### config.mk
export PLATFORM = sky130hd
export DESIGN_NAME = terminal_host_port
export DESIGN_NICKNAME = d
export VERILOG_FILES = /design/src/rtl/terminal_host_port.sv
export SDC_FILE = /design/constraint.sdc
export NUM_CORES = 1
export LEC_CHECK = 0
export CAP_MARGIN = 10
export CORE_MARGIN = 5
export CORE_UTILIZATION = 35
export CTS_CLUSTER_SIZE = 12
export DETAILED_ROUTE_END_ITERATION = 12
export MAX_ROUTING_LAYER = met4
export SLEW_MARGIN = 0
export SYNTH_ARGS = -nofsm -noshare
export SYNTH_HDL_FRONTEND = slang
export SYNTH_SLANG_ARGS = --single-unit
### constraint.sdc
create_clock -name clk -period 3.9 [get_ports clk]
set_input_delay 0.78 -clock clk [delete_from_list [all_inputs] [get_ports clk]]
set_output_delay 0.78 -clock clk [all_outputs]
set_load 0.01 [all_outputs]
### src/rtl/terminal_host_port.sv
// Host endpoint for one X-side terminal channel: credit-flow-controlled TX FIFO toward the core,
// RX FIFO from the core with one credit returned per host pop.
`ifndef CHANNEL_WIDTH
`define CHANNEL_WIDTH 16
`endif

module terminal_host_port #(
    parameter int unsigned BUFFER_DEPTH = 4,
    parameter int unsigned TX_DEPTH     = 4,
    parameter int unsigned RX_DEPTH     = 4
) (
    input  logic                                  clk,
    input  logic                                  reset,
    input  logic [0:`CHANNEL_WIDTH-1]             tx_flit_din,
    input  logic                                  tx_valid_din,
    output logic                                  tx_ready_dout,
    output logic [0:`CHANNEL_WIDTH-1]             channel_dout,
    input  logic                                  credit_in_din,
    input  logic [0:`CHANNEL_WIDTH-1]             channel_din,
    output logic                                  credit_out_dout,
    output logic [0:`CHANNEL_WIDTH-1]             rx_flit_dout,
    output logic                                  rx_valid_dout,
    input  logic                                  rx_ready_din,
    output logic [$clog2(BUFFER_DEPTH+1)-1:0]     tx_credits_dout,
    output logic                                  credit_err_dout,
    output logic                                  rx_overflow_dout
);

    localparam int unsigned CW  = `CHANNEL_WIDTH;
    localparam int unsigned CRW = $clog2(BUFFER_DEPTH + 1);
    localparam int unsigned TAW = $clog2(TX_DEPTH);
    localparam int unsigned RAW = $clog2(RX_DEPTH);

    logic [0:CW-1]  tx_mem [TX_DEPTH];
    logic [0:CW-1]  rx_mem [RX_DEPTH];

    logic [TAW:0]   tx_wr_q, tx_wr_d, tx_rd_q, tx_rd_d;
    logic [RAW:0]   rx_wr_q, rx_wr_d, rx_rd_q, rx_rd_d;
    logic [CRW-1:0] credits_q, credits_d;
    logic [0:CW-1]  channel_q, channel_d;
    logic           credit_out_q, credit_out_d;
    logic           credit_err_q, credit_err_d;
    logic           rx_ovf_q, rx_ovf_d;

    logic tx_full, tx_empty, tx_push, tx_send;
    logic rx_full, rx_empty, rx_push, rx_pop;

    always_comb begin
        tx_full  = (tx_wr_q[TAW] != tx_rd_q[TAW]) && (tx_wr_q[TAW-1:0] == tx_rd_q[TAW-1:0]);
        tx_empty = (tx_wr_q == tx_rd_q);
        rx_full  = (rx_wr_q[RAW] != rx_rd_q[RAW]) && (rx_wr_q[RAW-1:0] == rx_rd_q[RAW-1:0]);
        rx_empty = (rx_wr_q == rx_rd_q);

        tx_push  = tx_valid_din & ~tx_full;
        tx_send  = ~tx_empty & (credits_q != '0);
        rx_pop   = ~rx_empty & rx_ready_din;
        // A pop in the same cycle frees the slot, so a full FIFO can still take the flit.
        rx_push  = channel_din[0] & (~rx_full | rx_pop);
    end

    always_comb begin
        tx_wr_d      = tx_wr_q + {{TAW{1'b0}}, tx_push};
        tx_rd_d      = tx_rd_q + {{TAW{1'b0}}, tx_send};
        rx_wr_d      = rx_wr_q + {{RAW{1'b0}}, rx_push};
        rx_rd_d      = rx_rd_q + {{RAW{1'b0}}, rx_pop};
        credit_out_d = rx_pop;
        rx_ovf_d     = rx_ovf_q | (channel_din[0] & rx_full & ~rx_pop);

        channel_d = '0;
        if (tx_send) begin
            channel_d    = tx_mem[tx_rd_q[TAW-1:0]];
            channel_d[0] = 1'b1;
        end

        credits_d    = credits_q;
        credit_err_d = credit_err_q;
        case ({tx_send, credit_in_din})
            2'b10: credits_d = credits_q - CRW'(1);
            2'b01: begin
                if (credits_q == CRW'(BUFFER_DEPTH)) begin
                    credit_err_d = 1'b1;
                end else begin
                    credits_d = credits_q + CRW'(1);
                end
            end
            default: credits_d = credits_q;
        endcase
    end

    always_ff @(posedge clk or posedge reset) begin
        if (reset) begin
            tx_wr_q      <= '0;
            tx_rd_q      <= '0;
            rx_wr_q      <= '0;
            rx_rd_q      <= '0;
            credits_q    <= CRW'(BUFFER_DEPTH);
            channel_q    <= '0;
            credit_out_q <= 1'b0;
            credit_err_q <= 1'b0;
            rx_ovf_q     <= 1'b0;
        end else begin
            tx_wr_q      <= tx_wr_d;
            tx_rd_q      <= tx_rd_d;
            rx_wr_q      <= rx_wr_d;
            rx_rd_q      <= rx_rd_d;
            credits_q    <= credits_d;
            channel_q    <= channel_d;
            credit_out_q <= credit_out_d;
            credit_err_q <= credit_err_d;
            rx_ovf_q     <= rx_ovf_d;
        end
    end

    // Storage arrays need no reset; the pointers define what is valid.
    always_ff @(posedge clk) begin
        if (tx_push) begin
            tx_mem[tx_wr_q[TAW-1:0]] <= tx_flit_din;
        end
        if (rx_push) begin
            rx_mem[rx_wr_q[RAW-1:0]] <= channel_din;
        end
    end

    assign tx_ready_dout    = ~tx_full;
    assign channel_dout     = channel_q;
    assign credit_out_dout  = credit_out_q;
    assign rx_flit_dout     = rx_mem[rx_rd_q[RAW-1:0]];
    assign rx_valid_dout    = ~rx_empty;
    assign tx_credits_dout  = credits_q;
    assign credit_err_dout  = credit_err_q;
    assign rx_overflow_dout = rx_ovf_q;

endmodule
== After elaboration in Yosys (flattened, before gate mapping) ==
Memories as Yosys holds them, arrays and structs flattened.
Index checks and enable logic that the tools add are counted.
Word-level totals
  memory bits (writable): 128
  output and inout bits: 40
  word-level logic and storage cells: 53
  register bits after elaboration: 34
  memories kept: 2
  input port bits: 37
Memories
  rx_mem: words 4, bits a word 16, rd ports 1, clocked after memory_dff 0, wr ports 1, line 35  | logic [0:CW-1] rx_mem [RX_DEPTH];
  tx_mem: words 4, bits a word 16, rd ports 1, clocked after memory_dff 0, wr ports 1, line 34  | logic [0:CW-1] tx_mem [TX_DEPTH];
Operators by class
  equal/unequal tests: 10
  add/subtract/negate cells: 6
  bitwise operators: 13
  muxes and demuxes: 7
  reduce and logical (&&, ||, !) cells: 6
Operator list (number)
  $mux 16: 1
  $add 3x1->3: 4
  $and 1x1->1: 6
  $eq 3x3->1: 2
  $pmux 3 s2: 1
  $not 1->1: 5
  $eq 2x2->1: 2
  $mux 1: 4
  $reduce_and 2->1: 2
  $add 3x1->3 const B: 1
  $eq 3x3->1 const B: 1
  $mux 3: 1
  $reduce_bool 3->1: 1
  $sub 3x1->3 const B: 1
  $eq 2x1->1 const B: 1
  $eq 2x2->1 const B: 1
  $logic_and 1x1->1: 2
  $ne 1x1->1: 2
  $ne 2x2->1 const B: 1
  $or 1x1->1: 2
  $reduce_bool 2->1: 1

== Longest topological paths before layout ==
  depth after elaboration: 7
  mapped depth: 10
  depth with buffers taken out: 8

== Worst setup path before layout ==
No wires, ideal clock.
  kind: in2reg
  start point: in tx_valid_din
  end point: mem tx_mem[2][0] in the netlist's numbering, enable pin
  required time: 3491 ps
  stages: 2
  path buffers: 0
  slack: 1386 ps
  arrival time: 2105 ps
  library setup time: 409 ps
  cells stage by stage: o21ai_1 nor3b_1
Between the ends
  word-level cells in the longest chain between the ends: 3
Ends and longest elaborated chain
  start, declared: line 15  | input logic tx_valid_din,
  $and 1x1->1: line 54  | tx_push = tx_valid_din & ~tx_full;
  $mux 1: line 116  | if (tx_push) begin
  $mux 1 (implied by the code): line 117  | tx_mem[tx_wr_q[TAW-1:0]] <= tx_flit_din;
  end, declared: line 34
Every way passes these cells.

== Final worst setup path ==
  start point: reg rx_rd_q[1]
  end point: out rx_valid_dout
Between the ends
  word-level cells in the longest chain between the ends: 2
Ends and longest elaborated chain
  start, declared: line 38  | logic [RAW:0] rx_wr_q, rx_wr_d, rx_rd_q, rx_rd_d;
  start signal, assigned: line 105  | rx_rd_q <= rx_rd_d;
  $eq 3x3->1: line 52  | rx_empty = (rx_wr_q == rx_rd_q);
  $not 1->1: line 128  | assign rx_valid_dout = ~rx_empty;
  end, declared: line 22  | output logic rx_valid_dout,
Every way passes these cells.

==> flow_summary.ini <==
[run_status]
status = complete, no violations

[detailed_routing]
vias = 2912
viasPerCell = 4.743
drcViolationCount = 0
routed_wl_mm = 10.59
drtAntennaViolNets = 0
wl_per_cell_um = 17.25
drtPass1Iterations = 4
drt_iter0_drc = 151

[final_layout]
areaGrowthSynthToFinish_pct = 26.85
regArea_um2 = 4576
diodes = 0
num-nets-final = 427
multi_input_comb_area_um2 = 1340
final_area_um2 = 7590
final_layout_size_suffix_gt1_frac = 0.2056
nFillCells = 1443

[floorplan]
die_w_um = 140.7
die_y_um = 140.7
core-area_um2 = 16700
die_area_um2 = 19810
pin_count = 77
rows = 47
start_util = 0.3583

[clocking]
tritoncts = done
cts_inserted_buffers = 17
clkTransAtPathRegs_ns = 0.06
cts_resized = 0
clk_latency_ns = 0.40
h-tree-depth = 4
root_buffer = clkbuf_16
hold_buffers = 0
numClockSinks = 158
cts_setup_buffers = 0
clock_tree.buffer_depth = 2

[worst_setup_path]
arrival_ns = 2.28
start_kind = flip-flop
rrSetupSlack_ns = 1.28
crit_slowest_cell = dfrtp_1
crit_type = reg2out
reg2regPathDepth = 10
cp_cell_sequence = xor2_1 -> nor2_1 -> nand2_1 -> clkdlybuf4s50_1
slowest_delay_ns = 0.91
critical-path-top-delay-family = flip-flops
path_depth = 4
endpoint_kind = primary output
crit_required_ns = 3.12
worstPathMaxFanout = 18
crit_buf_inv = 1

[synthesis]
ys_top_cells_by_area = edfxtp_1, dfrtp_1, mux4_2, nor2b_1, ha_1
synth_seq_area_share = 0.7647
yosys-top-cells-count = edfxtp_1, dfrtp_1, mux4_2, nor2b_1, xor2_1
synthFlopType = edfxtp_1
yosysMostFrequentCell = edfxtp_1
synth_cells = 287
synth_cell_type_count = 36
synth.avg_cell_area_um2 = 20.85
synth-edff-count = 124
yosysTopAreaCellShare = 0.6223
yosysWarnings = 0
syn_area_um2 = 5983
synth_seq_cells = 158
synth_area_leader_cell = edfxtp_1
ys_async_sr_fraction = 0.2152
synthesis.nets = 333

[global_routing]
grt_pass1_wl_mm = 16.89
globalRoute.totalOverflow = 0
antenna_found_initial = 0
gr-usage-all-layers = 0.1163
grt_pass1_vias = 3183
grt_max_degree = 19

[sta]
hold_viol = 0
fin_ws_ns = 0.8389
final_max_slew_viol_count = 0
fin_crit_sh = 0.7849
tns_ns = 0
fmax_ghz = 0.3267
rsz0062_at_grt = no
timing_worst_slew_pin_value_ns = 0.8740
max-slew-margin-rel = 0.4173
hold_ws_ns = 0.4724
fin_worst_skew_ns = 0.008808
finalCriticalPeriod_ns = 3.061
final-setup-viol-count = 0

[placed_design]
place_congestion = 0.6906
hpwlAfterDp_mm = 6.706
placed_area_um2 = 7047
post-place-ws_ns = 1.112
port-buffer-count = 75

[pwr]
p_per_area_nw_per_um2 = 814.0
power_w = 0.006178
p_leak_nw = 2.642
ir_drop_mv = 0.4843

[flow_run]
maxCapViolCount = 0

[min_path]
hold_class = reg2reg
min_path_cells = 1
## layout by cell type (no fill, tap or decap), types with 2 or more instances in the layout
cell	count
inv_2	3
inv_1	3
mux4_2	31
nand2_1	6
nor2b_1	17
clkinvlp_4	3
o21ai_0	2
xnor2_2	2
clkbuf_16	17
clkdlybuf4s50_1	75
edfxtp_1	124
and3_1	2
dfrtp_1	33
buf_4	11
clkinv_2	3
clkinv_1	2
xor2_1	9
nor2_1	7
xnor2_1	2
and2_1	4
o21ai_1	2
nor3b_2	2
ha_1	8
clkbuf_1	3
a22oi_1	3
## logic make-up (layout without fill, tap and decap cells)
group | count (synthesis) | count (layout) | synth area share
mux | 31 | 31 | 0.1167
fa+ha+maj | 9 | 9 | 0.02008
flops | 158 | 158 | 0.7647
buf+inv | 17 | 124 | 0.01380
xor+xnor | 13 | 13 | 0.02154
compound gates | 17 | 17 | 0.02217
simple gates | 42 | 42 | 0.04099
## power by group
group          switching, W  internal, W
combinational      0.000993      0.00112
clock              0.000608     0.000889
sequential         0.000242      0.00233
## registers in the layout (all words and copies together), names as in the netlist, 3 cells and up
signal	count
channel_dout	16
rx_mem	64
rx_rd_q	3
rx_wr_q	3
tx_credits_dout	3
tx_mem	60
tx_rd_q	3
tx_wr_q	3
## layer usage
layer,part of all wire,global-route usage
met2,0.50,0.1862
met3,0.044,0.04131
met5,0,-
met1,0.45,0.1424
met4,0.0064,0.02907
## per-stage QoR
step	utilization	cells
2_1_floorplan	-	287
3_3_place_gp	0.4219	582
3_5_place_dp	0.4219	582
4_1_cts	0.4545	614
5_1_grt	0.4545	614
6_report	0.4545	614
## final timing paths
check / from / endpoint
worst max-delay path: rx_rd_q[1] / rx_valid_dout
worst min-delay path: rx_overflow_dout / rx_overflow_dout
worst max register to register: tx_rd_q[1] / tx_credits_dout[1]
worst min register to register: rx_overflow_dout / rx_overflow_dout
max in group asynchronous: reset / tx_credits_dout[2]
min in group asynchronous: reset / channel_dout[10]
## area by class of cell
cell class | count | share of cell area
Tap cell | 220 | 0.03627
Timing Repair Buffer | 86 | 0.1098
Clock inverter | 11 | 0.01220
Multi-Input combinational cell | 112 | 0.1766
Sequential cell | 158 | 0.6029
Inverter | 6 | 0.002967
Clock buffer | 21 | 0.05935
Note: power is estimated with default switching activity, not from simulation.
==> patch 1 (same flow settings) <==
The parameter `TX_DEPTH` goes from 4 to 16.
--- a/src/rtl/terminal_host_port.sv
+++ b/src/rtl/terminal_host_port.sv
@@ -6,7 +6,7 @@
 
 module terminal_host_port #(
     parameter int unsigned BUFFER_DEPTH = 4,
-    parameter int unsigned TX_DEPTH     = 4,
+    parameter int unsigned TX_DEPTH     = 16,
     parameter int unsigned RX_DEPTH     = 4
 ) (
     input  logic                                  clk,
Behaviour: same outputs for any inputs over 4 cycles, from zero or initial values and one cycle with reset high; that may be too few to reach the edited logic, so the function may still have changed.
==> patch 1 against the original RTL <==
Count of clock-buffer cells in the layout grew 36. Worst setup slack lost 0.023 ns. Sequential cell count grew 184. Register-to-register slack lost 0.14 ns. Routed wire length grew to 2.5 times the old value. Area after synthesis grew 120%. Design area grew 100%. Total power grew 85%.
==> patch 1: results (changes against the original RTL) <==
The tools report the buffer levels on the longest clock path as 3 (was 2). The endpoint arrival time on the critical path was 2.30 ns (was 2.28 ns). The tightest slew margin relative to the limit was 0.3014 (was 0.4173); the final core utilization was 0.4219 (was 0.4545). The post-placement setup slack was 0.8133 ns (was 1.112 ns); the final wirelength was 26.53 mm (was 10.59 mm). Cell count after placement: 1135 (was 582). The run gives 0.1317 (was 0.1163) as the overall routing resource usage.

The total cell area at the placement stage is 14390 um^2 (was 7047 um^2), and the fraction of final layout cells sized beyond drive strength 1 is 0.2192 (was 0.2056). The insertion delay to the later sink of the worst-skew pair was 0.51 ns (was 0.40 ns). The clock tree root buffer cell is sky130_fd_sc_hd__clkbuf_16 (unchanged). Synth top cells by count: sky130_fd_sc_hd__edfxtp_1, sky130_fd_sc_hd__mux4_2, sky130_fd_sc_hd__dfrtp_1 (was sky130_fd_sc_hd__edfxtp_1, sky130_fd_sc_hd__dfrtp_1, sky130_fd_sc_hd__mux4_2).

The TritonCTS buffer count was 35 (was 17); the synthesized netlist net count was 638 (was 333). The overall via count from detail_route is 6146 (was 2912), and the number of inserted filler cells in the final layout is 3103 (was 1443). The largest stage delay on the critical path was 0.86 ns (was 0.91 ns).

The number of synthesized flops with an enable pin is 304 (was 124). The logs give 6609 (was 3183) for the via count of the first global-routing pass and 43 (was 36) for the number of unique standard cell types used by synthesis. The number of detailed-route iterations in the first pass came out at 5 (was 4). The global-route wire length before repair was 40.35 mm (was 16.89 mm); the number of storage elements in the synthesis netlist was 342 (was 158). Leakage power summed over all cells: 4.985 nW (was 2.642 nW).

The async set or reset register ratio after synthesis was 0.1111 (was 0.2152); the first-iteration detailed-routing DRC count was 360 (was 151). The routed length per placed instance is 22.13 um (was 17.25 um). The number of antenna violations at the first check in global routing is 1 (was 0). The net count of the finished layout came out at 750 (was 427).

The share of the yosys chip area belonging to registers was 0.7795 (was 0.7647). The flow ran to the end, and the final reports show no timing, DRC or antenna violations. Biggest area contributors in the synthesized netlist: sky130_fd_sc_hd__edfxtp_1, sky130_fd_sc_hd__mux4_2, sky130_fd_sc_hd__dfrtp_1, sky130_fd_sc_hd__a22oi_1, sky130_fd_sc_hd__ha_1 (was sky130_fd_sc_hd__edfxtp_1, sky130_fd_sc_hd__dfrtp_1, sky130_fd_sc_hd__mux4_2, sky130_fd_sc_hd__nor2b_1, sky130_fd_sc_hd__ha_1). The logs give 0.4188 mV (was 0.4843 mV) for the worst supply voltage drop on vdd and 0.01242 ns (was 0.008808 ns) for the worst clock skew.

The largest net degree at the start of global routing was 63 (was 19); the average size of a mapped cell was 21.85 um^2 (was 20.85 um^2). Flip-flop count of the largest register after layout: 240 (was 64). The routability-driven placement congestion ratio was 0.7591 (was 0.6906); the H-tree level count was 2 (was 4).
patch 1: worst paths after layout:
check,start,end,slack [ns],depth (start not counted)
worst max-delay path,rx_rd_q[1],rx_flit_dout[8],0.82,2
worst min-delay path,rx_wr_q[2],rx_wr_q[2],0.49,1
worst max register to register,tx_wr_q[2],tx_mem[12][7],1.14,6
worst min register to register,rx_wr_q[2],rx_wr_q[2],0.49,1
max in group asynchronous,reset,tx_rd_q[0],2.34,2
min in group asynchronous,reset,rx_rd_q[0],0.84,2
patch 1: cell families (layout without fill, tap and decap cells):
| group | after synthesis | count (layout) | share of synthesized area |
|---|---|---|---|
| muxes | 78 | 78 | 0.1340 |
| AOI/OAI and AO/OA | 60 | 60 | 0.03193 |
| xor gates and xnor gates | 19 | 19 | 0.01287 |
| DFF | 342 | 342 | 0.7795 |
| and+or+nand+nor | 52 | 52 | 0.02129 |
| other | 0 | 1 | 0 |
| buffers and inverters | 32 | 170 | 0.01113 |
| adders and majority gates | 9 | 9 | 0.009288 |
patch 1: routing by layer:
metal,vias to the layer above,share of wire,track usage
li1,2684,-,-
met1,3250,0.44,0.1728
met2,176,0.50,0.2159
met3,36,0.051,0.02679
met4,0,0.013,0.02764
met5,-,0,-
patch 1: power breakdown:
group	switching, mW	internal, mW	leakage [nW]	total, mW
clock	1.28	1.72	0.488	3.00
combinational	1.80	1.68	1.29	3.48
sequential	0.306	4.63	3.20	4.94
patch 1: area by class of cell:
class / count / area share
antenna: 1 / 0.0001624
clock buffer: 57 / 0.06358
inverter: 3 / 0.0007308
tap: 468 / 0.03800
clock inverter: 6 / 0.002680
multi-input combinational: 218 / 0.1774
timing repair buffer: 104 / 0.06285
sequential: 342 / 0.6546
==> patch 2 (config.mk and constraints unchanged) <==
Without the edit above. Remove the register `credit_out_q`: a continuous assignment takes its place, so the output `credit_out_dout` follows one clock earlier.
--- a/src/rtl/terminal_host_port.sv
+++ b/src/rtl/terminal_host_port.sv
@@ -95,7 +95,6 @@
             rx_rd_q      <= '0;
             credits_q    <= CRW'(BUFFER_DEPTH);
             channel_q    <= '0;
-            credit_out_q <= 1'b0;
             credit_err_q <= 1'b0;
             rx_ovf_q     <= 1'b0;
         end else begin
@@ -105,11 +104,12 @@
             rx_rd_q      <= rx_rd_d;
             credits_q    <= credits_d;
             channel_q    <= channel_d;
-            credit_out_q <= credit_out_d;
             credit_err_q <= credit_err_d;
             rx_ovf_q     <= rx_ovf_d;
         end
     end
+
+    assign credit_out_q = credit_out_d;
 
     // Storage arrays need no reset; the pointers define what is valid.
     always_ff @(posedge clk) begin
Formal check against the unedited RTL: not equivalent (Yosys sat finds a counterexample within 4 cycles, from zero or initial values and one cycle with reset high).
==> patch 2 against the original RTL <==
Area after synthesis fell by 0.42%. Via count fell by 2.3%. Worst setup slack improved by 0.10 ns. Total power rose by 1.9%. Largest cell class unchanged. Design area rose by 0.41%. Critical path type unchanged. Critical endpoint is now credit_out_dout. Routed wire length fell by 1.1%. Sequential cell count fell by 1. Non-clock buffer count rose by 1.
==> patch 2: results (changes against the original RTL) <==
The maximum fanout along the worst path is 17 (was 18), and the largest net degree at the start of global routing is 34 (was 19). The logs give 0.4847 ns (was 0.4724 ns) for the final hold slack and 548 um (was 462 um) for the detailed-routed wire length on met3. Synth top cells by count: sky130_fd_sc_hd__edfxtp_1, sky130_fd_sc_hd__dfrtp_1, sky130_fd_sc_hd__mux4_2 (unchanged).

The worst clock skew is 0.006104 ns (was 0.008808 ns), and the global routing met2 resource utilization is 0.1867 (was 0.1862). The fraction of final layout cells sized beyond drive strength 1 is 0.2132 (was 0.2056), and the worst supply voltage drop on vdd is 0.5245 mV (was 0.4843 mV). The tools report the via count of the first global-routing pass as 3151 (was 3183). The tools report the start point of the worst min-delay path as credit_err_dout (was rx_overflow_dout). The endpoint arrival time on the critical path was 2.18 ns (was 2.28 ns).

The synthesized netlist net count was 332 (was 333); the tightest slew margin relative to the limit was 0.4258 (was 0.4173). The tools report the clock network power share as 0.258 (was 0.242). Async set or reset register ratio after synthesis: 0.2102 (was 0.2152). Biggest area contributors in the synthesized netlist: sky130_fd_sc_hd__edfxtp_1, sky130_fd_sc_hd__dfrtp_1, sky130_fd_sc_hd__mux4_2, sky130_fd_sc_hd__nor2b_1, sky130_fd_sc_hd__ha_1 (unchanged). The tools report the sum of net half-perimeters after detailed placement as 6.472 mm (was 6.706 mm).

The run finished with clean final reports. The met1 usage in global routing was 0.1402 (was 0.1424); the average size of a mapped cell was 20.83 um^2 (was 20.85 um^2). The run gives 0.1175 (was 0.1163) as the overall routing resource usage. The post-placement setup slack came out at 1.104 ns (was 1.112 ns). The run gives 2845 (was 2912) as the overall via count from detail_route.

The slowest stage cell on the critical path is sky130_fd_sc_hd__clkdlybuf4s50_1 (was sky130_fd_sc_hd__dfrtp_1). The share of the yosys chip area belonging to registers is 0.7638 (was 0.7647), and the global routing met3 resource utilization is 0.04056 (was 0.04131). The leakage power summed over all cells is 2.671 nW (was 2.642 nW).
==> patch 2: cell types whose count changed after synthesis, sizes merged <==
cell,unedited run,this run
dfrtp,33,32
==> patch 2: critical path, delay by kind of cell (launching register included) <==
kind,cells,cell delay (ns)
XOR/XNOR,1,0.22
buffers and inverters,2,0.88
flip-flops,1,0.35
AND/OR/NAND/NOR,3,0.31
==> patch 2: layout make-up <==
| cell class | count | area [um^2] |
|---|---|---|
| Clock buffer | 20 | 446.7 |
| Clock inverter | 12 | 145.1 |
| Fill cell | 1416 | 9021 |
| Inverter | 6 | 22.52 |
| Multi-Input combinational cell | 112 | 1340 |
| Sequential cell | 157 | 4551 |
| Tap cell | 220 | 275.3 |
| Timing Repair Buffer | 87 | 840.8 |
==> patch 2: logic make-up after synthesis <==
family          share of synthesized area
fa+ha+maj                         0.02016
flops                              0.7638
buf+inv                           0.01386
xor+xnor                          0.02163
compound gates                    0.02226
mux                                0.1172
simple gates                      0.04116
